--- config.mk ---
export PLATFORM = sky130hd
export DESIGN_NAME = dbus_uncached_responder_flat
export DESIGN_NICKNAME = d
export VERILOG_FILES = /design/src/rtl/dbus_uncached_responder_if.sv /design/src/rtl/dbus_uncached_responder.sv /design/src/flat_wrapper.sv
export SDC_FILE = /design/constraint.sdc
export NUM_CORES = 1
export LEC_CHECK = 0
export BUFFER_PORTS_ARGS = -buffer_cell sky130_fd_sc_hd__clkbuf_2
export CAP_MARGIN = 30
export CELL_PAD_IN_SITES_DETAIL_PLACEMENT = 0
export CELL_PAD_IN_SITES_GLOBAL_PLACEMENT = 2
export CORE_MARGIN = 2
export CORE_UTILIZATION = 25
export DETAILED_ROUTE_END_ITERATION = 10
export PLACE_DENSITY = 0.79
export SLEW_MARGIN = 15
export SYNTH_ARGS = -nofsm -noshare
export SYNTH_HDL_FRONTEND = slang
export SYNTH_SLANG_ARGS = --single-unit
export TNS_END_PERCENT = 30
--- constraint.sdc ---
create_clock -name clk -period 4 [get_ports clk]
set_input_delay 0.8 -clock clk [delete_from_list [all_inputs] [get_ports clk]]
set_output_delay 0.8 -clock clk [all_outputs]
set_load 0.05 [all_outputs]
--- src/rtl/dbus_uncached_responder_if.sv ---
// CPU DBus request/response signals plus the single-beat AXI-lite memory channels.
// slave is the responder's view; master is the CPU-and-memory side that drives it.
interface dbus_uncached_responder_if;
  logic        req;
  logic        wr;
  logic [2:0]  size;
  logic [3:0]  wstrb;
  logic [3:0]  offset;
  logic [7:0]  index;
  logic [19:0] tag;
  logic [31:0] wdata;
  logic        tlb_ex;
  logic        addr_ok;
  logic        data_ok;
  logic [31:0] rdata;
  logic        bus_err;

  logic [31:0] araddr;
  logic [2:0]  arsize;
  logic        arvalid;
  logic        arready;
  logic [31:0] rdata_m;
  logic [1:0]  rresp;
  logic        rvalid;
  logic        rready;
  logic [31:0] awaddr;
  logic [2:0]  awsize;
  logic        awvalid;
  logic        awready;
  logic [31:0] wdata_m;
  logic [3:0]  wstrb_m;
  logic        wvalid;
  logic        wready;
  logic [1:0]  bresp;
  logic        bvalid;
  logic        bready;

  modport slave (
    input  req, wr, size, wstrb, offset, index, tag, wdata, tlb_ex,
    output addr_ok, data_ok, rdata, bus_err,
    output araddr, arsize, arvalid, input arready,
    input  rdata_m, rresp, rvalid, output rready,
    output awaddr, awsize, awvalid, input awready,
    output wdata_m, wstrb_m, wvalid, input wready,
    input  bresp, bvalid, output bready
  );

  modport master (
    output req, wr, size, wstrb, offset, index, tag, wdata, tlb_ex,
    input  addr_ok, data_ok, rdata, bus_err,
    input  araddr, arsize, arvalid, output arready,
    output rdata_m, rresp, rvalid, input rready,
    input  awaddr, awsize, awvalid, output awready,
    input  wdata_m, wstrb_m, wvalid, output wready,
    output bresp, bvalid, input bready
  );
endinterface

--- src/rtl/dbus_uncached_responder.sv ---
// Uncached DBus responder: one outstanding load/store mapped to a single AXI-lite beat.
// Accepts in the IDLE cycle (addr_ok combinational); stalls on bus readiness, watchdog forces error completion.
module dbus_uncached_responder #(
  parameter int unsigned TIMEOUT_CYCLES = 255,
  parameter logic [31:0] RESET_RDATA    = 32'h0
) (
  input logic clk,
  input logic reset,
  dbus_uncached_responder_if.slave bus
);

  typedef enum logic [2:0] {IDLE, EX_DONE, RD_A, RD_D, WR_AW, WR_B, RESP} state_t;

  state_t      state, state_nxt;
  logic [31:0] addr_q, wdata_q, rdata_q;
  logic [3:0]  wstrb_q;
  logic [1:0]  size_q;
  logic        wr_q, aw_done, w_done, err_q, absorb_q;
  logic [7:0]  wd_cnt;

  logic accept, busy, timeout, aw_fin, w_fin, abandon;
  logic unused_bits;

  assign unused_bits = ^{bus.size[2], bus.rresp[0], bus.bresp[0]};

  assign accept = (state == IDLE) && bus.req && !reset;
  assign busy   = (state == RD_A) || (state == RD_D) || (state == WR_AW) || (state == WR_B);
  // >= rather than == so a handshake landing on the limit cycle still leaves the next phase guarded
  assign timeout = busy && (TIMEOUT_CYCLES != 0) && (wd_cnt >= 8'(TIMEOUT_CYCLES - 1));
  assign aw_fin  = aw_done || bus.awready;
  assign w_fin   = w_done || bus.wready;
  assign abandon = timeout && (((state == RD_A)  && !bus.arready) ||
                               ((state == RD_D)  && !bus.rvalid)  ||
                               ((state == WR_AW) && !(aw_fin && w_fin)) ||
                               ((state == WR_B)  && !bus.bvalid));

  always_ff @(posedge clk or posedge reset) begin
    if (reset) state <= IDLE;
    else       state <= state_nxt;
  end

  always_comb begin
    state_nxt = state;
    case (state)
      IDLE:    if (accept) state_nxt = bus.tlb_ex ? EX_DONE : (bus.wr ? WR_AW : RD_A);
      EX_DONE: state_nxt = IDLE;
      RD_A:    if (bus.arready) state_nxt = RD_D;
               else if (abandon) state_nxt = RESP;
      RD_D:    if (bus.rvalid || abandon) state_nxt = RESP;
      WR_AW:   if (aw_fin && w_fin) state_nxt = WR_B;
               else if (abandon) state_nxt = RESP;
      WR_B:    if (bus.bvalid || abandon) state_nxt = RESP;
      RESP:    state_nxt = IDLE;
      default: state_nxt = IDLE;
    endcase
  end

  always_comb begin
    bus.addr_ok = accept;
    bus.data_ok = (state == EX_DONE) || (state == RESP);
    bus.rdata   = rdata_q;
    bus.bus_err = err_q && bus.data_ok;
    bus.araddr  = addr_q;
    bus.arsize  = {1'b0, size_q};
    bus.arvalid = (state == RD_A);
    // after an abandoned transfer the ready stays up through RESP to swallow a straggling beat
    bus.rready  = (state == RD_D) || (absorb_q && !wr_q);
    bus.awaddr  = addr_q;
    bus.awsize  = {1'b0, size_q};
    bus.awvalid = (state == WR_AW) && !aw_done;
    bus.wdata_m = wdata_q;
    bus.wstrb_m = wstrb_q;
    bus.wvalid  = (state == WR_AW) && !w_done;
    bus.bready  = (state == WR_B) || (absorb_q && wr_q);
  end

  always_ff @(posedge clk or posedge reset) begin
    if (reset) begin
      addr_q   <= '0;
      wdata_q  <= '0;
      wstrb_q  <= '0;
      size_q   <= '0;
      wr_q     <= 1'b0;
      aw_done  <= 1'b0;
      w_done   <= 1'b0;
      err_q    <= 1'b0;
      absorb_q <= 1'b0;
      wd_cnt   <= '0;
      rdata_q  <= RESET_RDATA;
    end else begin
      absorb_q <= abandon;
      if (state == IDLE)               wd_cnt <= '0;
      else if (busy && wd_cnt != 8'hFF) wd_cnt <= wd_cnt + 8'd1;

      if (accept) begin
        addr_q  <= {bus.tag, bus.index, bus.offset};
        wdata_q <= bus.wdata;
        wstrb_q <= bus.wstrb;
        size_q  <= bus.size[1:0];
        wr_q    <= bus.wr;
        aw_done <= 1'b0;
        w_done  <= 1'b0;
        if (bus.tlb_ex) begin
          rdata_q <= RESET_RDATA;
          err_q   <= 1'b0;
        end
      end

      if (state == WR_AW) begin
        if (bus.awready) aw_done <= 1'b1;
        if (bus.wready)  w_done  <= 1'b1;
      end

      if (abandon) begin
        rdata_q <= RESET_RDATA;
        err_q   <= 1'b1;
      end else if ((state == RD_D) && bus.rvalid) begin
        rdata_q <= bus.rdata_m;
        err_q   <= bus.rresp[1];
      end else if ((state == WR_B) && bus.bvalid) begin
        rdata_q <= RESET_RDATA;
        err_q   <= bus.bresp[1];
      end
    end
  end

endmodule

--- src/flat_wrapper.sv ---
// flat-port wrapper written by rule: the top's interface ports become plain ports
module dbus_uncached_responder_flat 
#(
  parameter int unsigned TIMEOUT_CYCLES = 255,
  parameter logic [31:0] RESET_RDATA    = 32'h0
)
  (clk, reset, bus_req, bus_wr, bus_size, bus_wstrb, bus_offset, bus_index, bus_tag, bus_wdata, bus_tlb_ex, bus_addr_ok, bus_data_ok, bus_rdata, bus_bus_err, bus_araddr, bus_arsize, bus_arvalid, bus_arready, bus_rdata_m, bus_rresp, bus_rvalid, bus_rready, bus_awaddr, bus_awsize, bus_awvalid, bus_awready, bus_wdata_m, bus_wstrb_m, bus_wvalid, bus_wready, bus_bresp, bus_bvalid, bus_bready);
  dbus_uncached_responder_if bus_i ();
  input logic clk;
  input logic reset;
  input wire logic [$bits(bus_i.req)-1:0] bus_req;
  input wire logic [$bits(bus_i.wr)-1:0] bus_wr;
  input wire logic [$bits(bus_i.size)-1:0] bus_size;
  input wire logic [$bits(bus_i.wstrb)-1:0] bus_wstrb;
  input wire logic [$bits(bus_i.offset)-1:0] bus_offset;
  input wire logic [$bits(bus_i.index)-1:0] bus_index;
  input wire logic [$bits(bus_i.tag)-1:0] bus_tag;
  input wire logic [$bits(bus_i.wdata)-1:0] bus_wdata;
  input wire logic [$bits(bus_i.tlb_ex)-1:0] bus_tlb_ex;
  output wire logic [$bits(bus_i.addr_ok)-1:0] bus_addr_ok;
  output wire logic [$bits(bus_i.data_ok)-1:0] bus_data_ok;
  output wire logic [$bits(bus_i.rdata)-1:0] bus_rdata;
  output wire logic [$bits(bus_i.bus_err)-1:0] bus_bus_err;
  output wire logic [$bits(bus_i.araddr)-1:0] bus_araddr;
  output wire logic [$bits(bus_i.arsize)-1:0] bus_arsize;
  output wire logic [$bits(bus_i.arvalid)-1:0] bus_arvalid;
  input wire logic [$bits(bus_i.arready)-1:0] bus_arready;
  input wire logic [$bits(bus_i.rdata_m)-1:0] bus_rdata_m;
  input wire logic [$bits(bus_i.rresp)-1:0] bus_rresp;
  input wire logic [$bits(bus_i.rvalid)-1:0] bus_rvalid;
  output wire logic [$bits(bus_i.rready)-1:0] bus_rready;
  output wire logic [$bits(bus_i.awaddr)-1:0] bus_awaddr;
  output wire logic [$bits(bus_i.awsize)-1:0] bus_awsize;
  output wire logic [$bits(bus_i.awvalid)-1:0] bus_awvalid;
  input wire logic [$bits(bus_i.awready)-1:0] bus_awready;
  output wire logic [$bits(bus_i.wdata_m)-1:0] bus_wdata_m;
  output wire logic [$bits(bus_i.wstrb_m)-1:0] bus_wstrb_m;
  output wire logic [$bits(bus_i.wvalid)-1:0] bus_wvalid;
  input wire logic [$bits(bus_i.wready)-1:0] bus_wready;
  input wire logic [$bits(bus_i.bresp)-1:0] bus_bresp;
  input wire logic [$bits(bus_i.bvalid)-1:0] bus_bvalid;
  output wire logic [$bits(bus_i.bready)-1:0] bus_bready;
  assign bus_i.req = bus_req;
  assign bus_i.wr = bus_wr;
  assign bus_i.size = bus_size;
  assign bus_i.wstrb = bus_wstrb;
  assign bus_i.offset = bus_offset;
  assign bus_i.index = bus_index;
  assign bus_i.tag = bus_tag;
  assign bus_i.wdata = bus_wdata;
  assign bus_i.tlb_ex = bus_tlb_ex;
  assign bus_addr_ok = bus_i.addr_ok;
  assign bus_data_ok = bus_i.data_ok;
  assign bus_rdata = bus_i.rdata;
  assign bus_bus_err = bus_i.bus_err;
  assign bus_araddr = bus_i.araddr;
  assign bus_arsize = bus_i.arsize;
  assign bus_arvalid = bus_i.arvalid;
  assign bus_i.arready = bus_arready;
  assign bus_i.rdata_m = bus_rdata_m;
  assign bus_i.rresp = bus_rresp;
  assign bus_i.rvalid = bus_rvalid;
  assign bus_rready = bus_i.rready;
  assign bus_awaddr = bus_i.awaddr;
  assign bus_awsize = bus_i.awsize;
  assign bus_awvalid = bus_i.awvalid;
  assign bus_i.awready = bus_awready;
  assign bus_wdata_m = bus_i.wdata_m;
  assign bus_wstrb_m = bus_i.wstrb_m;
  assign bus_wvalid = bus_i.wvalid;
  assign bus_i.wready = bus_wready;
  assign bus_i.bresp = bus_bresp;
  assign bus_i.bvalid = bus_bvalid;
  assign bus_bready = bus_i.bready;
  dbus_uncached_responder #(.TIMEOUT_CYCLES(TIMEOUT_CYCLES), .RESET_RDATA(RESET_RDATA)) u_core (.clk(clk), .reset(reset), .bus(bus_i));
endmodule
==> flow_summary.json <==
{
  "netlist.area_leader.share_pct": 56.34,
  "die_area_um2": 22140,
  "cts_buffers": 17,
  "hold_viol": 0,
  "totalNegativeSetupSlack_ps": 0,
  "synth_cell_types": 46,
  "whs_ps": 394.5,
  "setup_violations": 0,
  "cts_root_buffer": "clkbuf_16",
  "async_flop_share_pct": 100.0,
  "end_kind": "output port",
  "period_needed_ps": 3019,
  "fmaxAchievable_ghz": 0.3313,
  "routedWlPerCell_um": 15.62,
  "setup_ws_ps": 981.2,
  "ioPinCount": 263,
  "crit_fanout": 16,
  "htreeDepth": 4,
  "ys_seq_area_share_pct": 56.34,
  "period_share_pct": 75.47,
  "antenna_found_initial": 0,
  "syn_avg_cell_area_um2": 12.69,
  "synth-seq-cells": 118,
  "tightestPinTransition_ps": 857.8,
  "area_growth_pct": 35.50,
  "crit_start": "u_core.state[1]",
  "r2r_end": "u_core.bus.rdata[8]",
  "numPortBuffers": 257,
  "cts_resized": 0,
  "core-area_um2": 20430,
  "cts_sinks": 118,
  "vias": 4105,
  "synth_most_common_cell": "dfrtp_1",
  "hp-class": "input pin to asynchronous set/reset pin",
  "n_antenna_cell": 0,
  "cts_setup_buffers": 0,
  "cts.clk_slew.worst_paths_ps": 60,
  "final_area_um2": 7102,
  "ant_nets": 0,
  "r2r-start": "u_core.state[2]",
  "first_iter_violations": 143,
  "ys_warn_count": 0,
  "insertion_delay_ps": 410,
  "worst_setup_path_start_kind": "flip-flop",
  "synthTopCellsByCount": "118 x dfrtp_1, 71 x mux2_2, 40 x buf_4",
  "gp_congestion": 0.7500,
  "initial_utilization_pct": 25.66,
  "drc": 0,
  "cts_tree": "built",
  "slew_violations": 0,
  "arrival_ps": 2220,
  "overflow": 0,
  "netlist_area_um2": 5241,
  "place_area_um2": 6470,
  "wirelength_mm": 14.36,
  "grt_max_degree": 74,
  "rows": 52,
  "rsz0062_at_grt": "false",
  "synth_edf_count": 0,
  "final_layout_size_suffix_gt1_share_pct": 57.63,
  "pre_cts_slack_ps": 1215,
  "max_slew_margin_pct": 42.81,
  "clock_path_buffers": 2,
  "ctsHoldBuffers": 0,
  "clock_skew_ps": 12.00,
  "ys.flop_type": "dfrtp_1",
  "status": "complete, no violations",
  "path_class": "flip-flop to output port",
  "die-height_um": 148.8,
  "synth_cells": 413,
  "reg2regPathDepth": 5,
  "final_nets": 755,
  "cap_viol_max_count": 0,
  "yosysTopAreaCell": "dfrtp_1",
  "critPathCapture": "bus_bus_err",
  "grt_pass1_vias": 4198,
  "grt_pass1_wl_mm": 21.91,
  "hpwl_mm": 10.30,
  "first_pass_iters": 5,
  "grtUsageTotal_pct": 12.78,
  "via_per_inst": 4.467,
  "rrSetupSlack_ps": 1390,
  "die_w_um": 148.8,
  "worstPathRequired_ps": 3200,
  "synth_area_leaders": "dfrtp_1 56%, mux2_2 15%, buf_4 5.7%"
}
==> cells in the final DEF, fill, tap and decap left out, drive strengths merged, types with 8 or more instances in the layout <==
| cell | instances |
|---|---|
| a21oi | 34 |
| mux2 | 71 |
| nand3 | 8 |
| a22oi | 32 |
| nand2 | 13 |
| dfrtp | 118 |
| clkbuf | 277 |
| clkinv | 8 |
| o21ai | 10 |
| buf | 8 |
| nor2 | 10 |
==> sequential cells by signal, indices dropped and copies added (netlist names) <==
| name | flops |
|---|---|
| u_core.absorb_q | 1 |
| u_core.aw_done | 1 |
| u_core.bus.araddr | 32 |
| u_core.bus.rdata | 32 |
| u_core.bus.wdata_m | 32 |
| u_core.bus.wstrb_m | 4 |
| u_core.err_q | 1 |
| u_core.size_q | 2 |
| u_core.state | 3 |
| u_core.w_done | 1 |
| u_core.wd_cnt | 8 |
| u_core.wr_q | 1 |
==> area by class of cell <==
type	count	area, um2
fill	2061	13330
clock buffer	20	446.7
timing repair buffer	265	1386
tap	270	337.8
multi-input combinational	228	1823
clock inverter	12	130.1
sequential	118	2953
inverter	6	25.02
==> per-layer routing <==
metal	vias up	GRT usage, %	wire [um]
met3	17	3.884	1025
li1	1900	-	-
met4	0	4.476	188
met1	1994	14.49	5730
met5	-	0	0
met2	194	22.82	7412
==> metrics by stage <==
step           utilization [%]  std cells
2_1_floorplan                -        414
3_3_place_gp             31.67        885
3_5_place_dp             31.67        885
4_1_cts                  34.49        917
5_1_grt                  34.76        919
6_report                 34.76        919
==> how the worst min path moves through the flow <==
stage                          start               end  slack (ps)
floorplan           u_core.wd_cnt[5]  u_core.wd_cnt[5]         450
global placement    u_core.wd_cnt[5]  u_core.wd_cnt[5]         480
detailed placement  u_core.wd_cnt[5]  u_core.wd_cnt[5]         480
CTS                 u_core.wd_cnt[5]  u_core.wd_cnt[5]         490
global route                   reset   u_core.absorb_q         410
finish                         reset   u_core.absorb_q         390
==> logic make-up after synthesis <==
family                     share of synthesized area [%]
and+or+nand+nor                                    5.634
AOI/OAI and AO/OA                                  12.03
DFF                                                56.34
xor gates and xnor gates                          0.6924
muxes                                              15.64
adders and majority gates                         0.4774
other                                            0.07155
buffers and inverters                              9.119
==> worst max-delay path: stages, from the launching register on <==
cell and delay (ps):
dfrtp_1 700, inv_1 180, or3_1 390, o21ai_0 110
and2_1 160, clkbuf_2 270
Power is not shown: default switching activity piles up to over one toggle a cycle in this logic, so the estimate is an artifact.
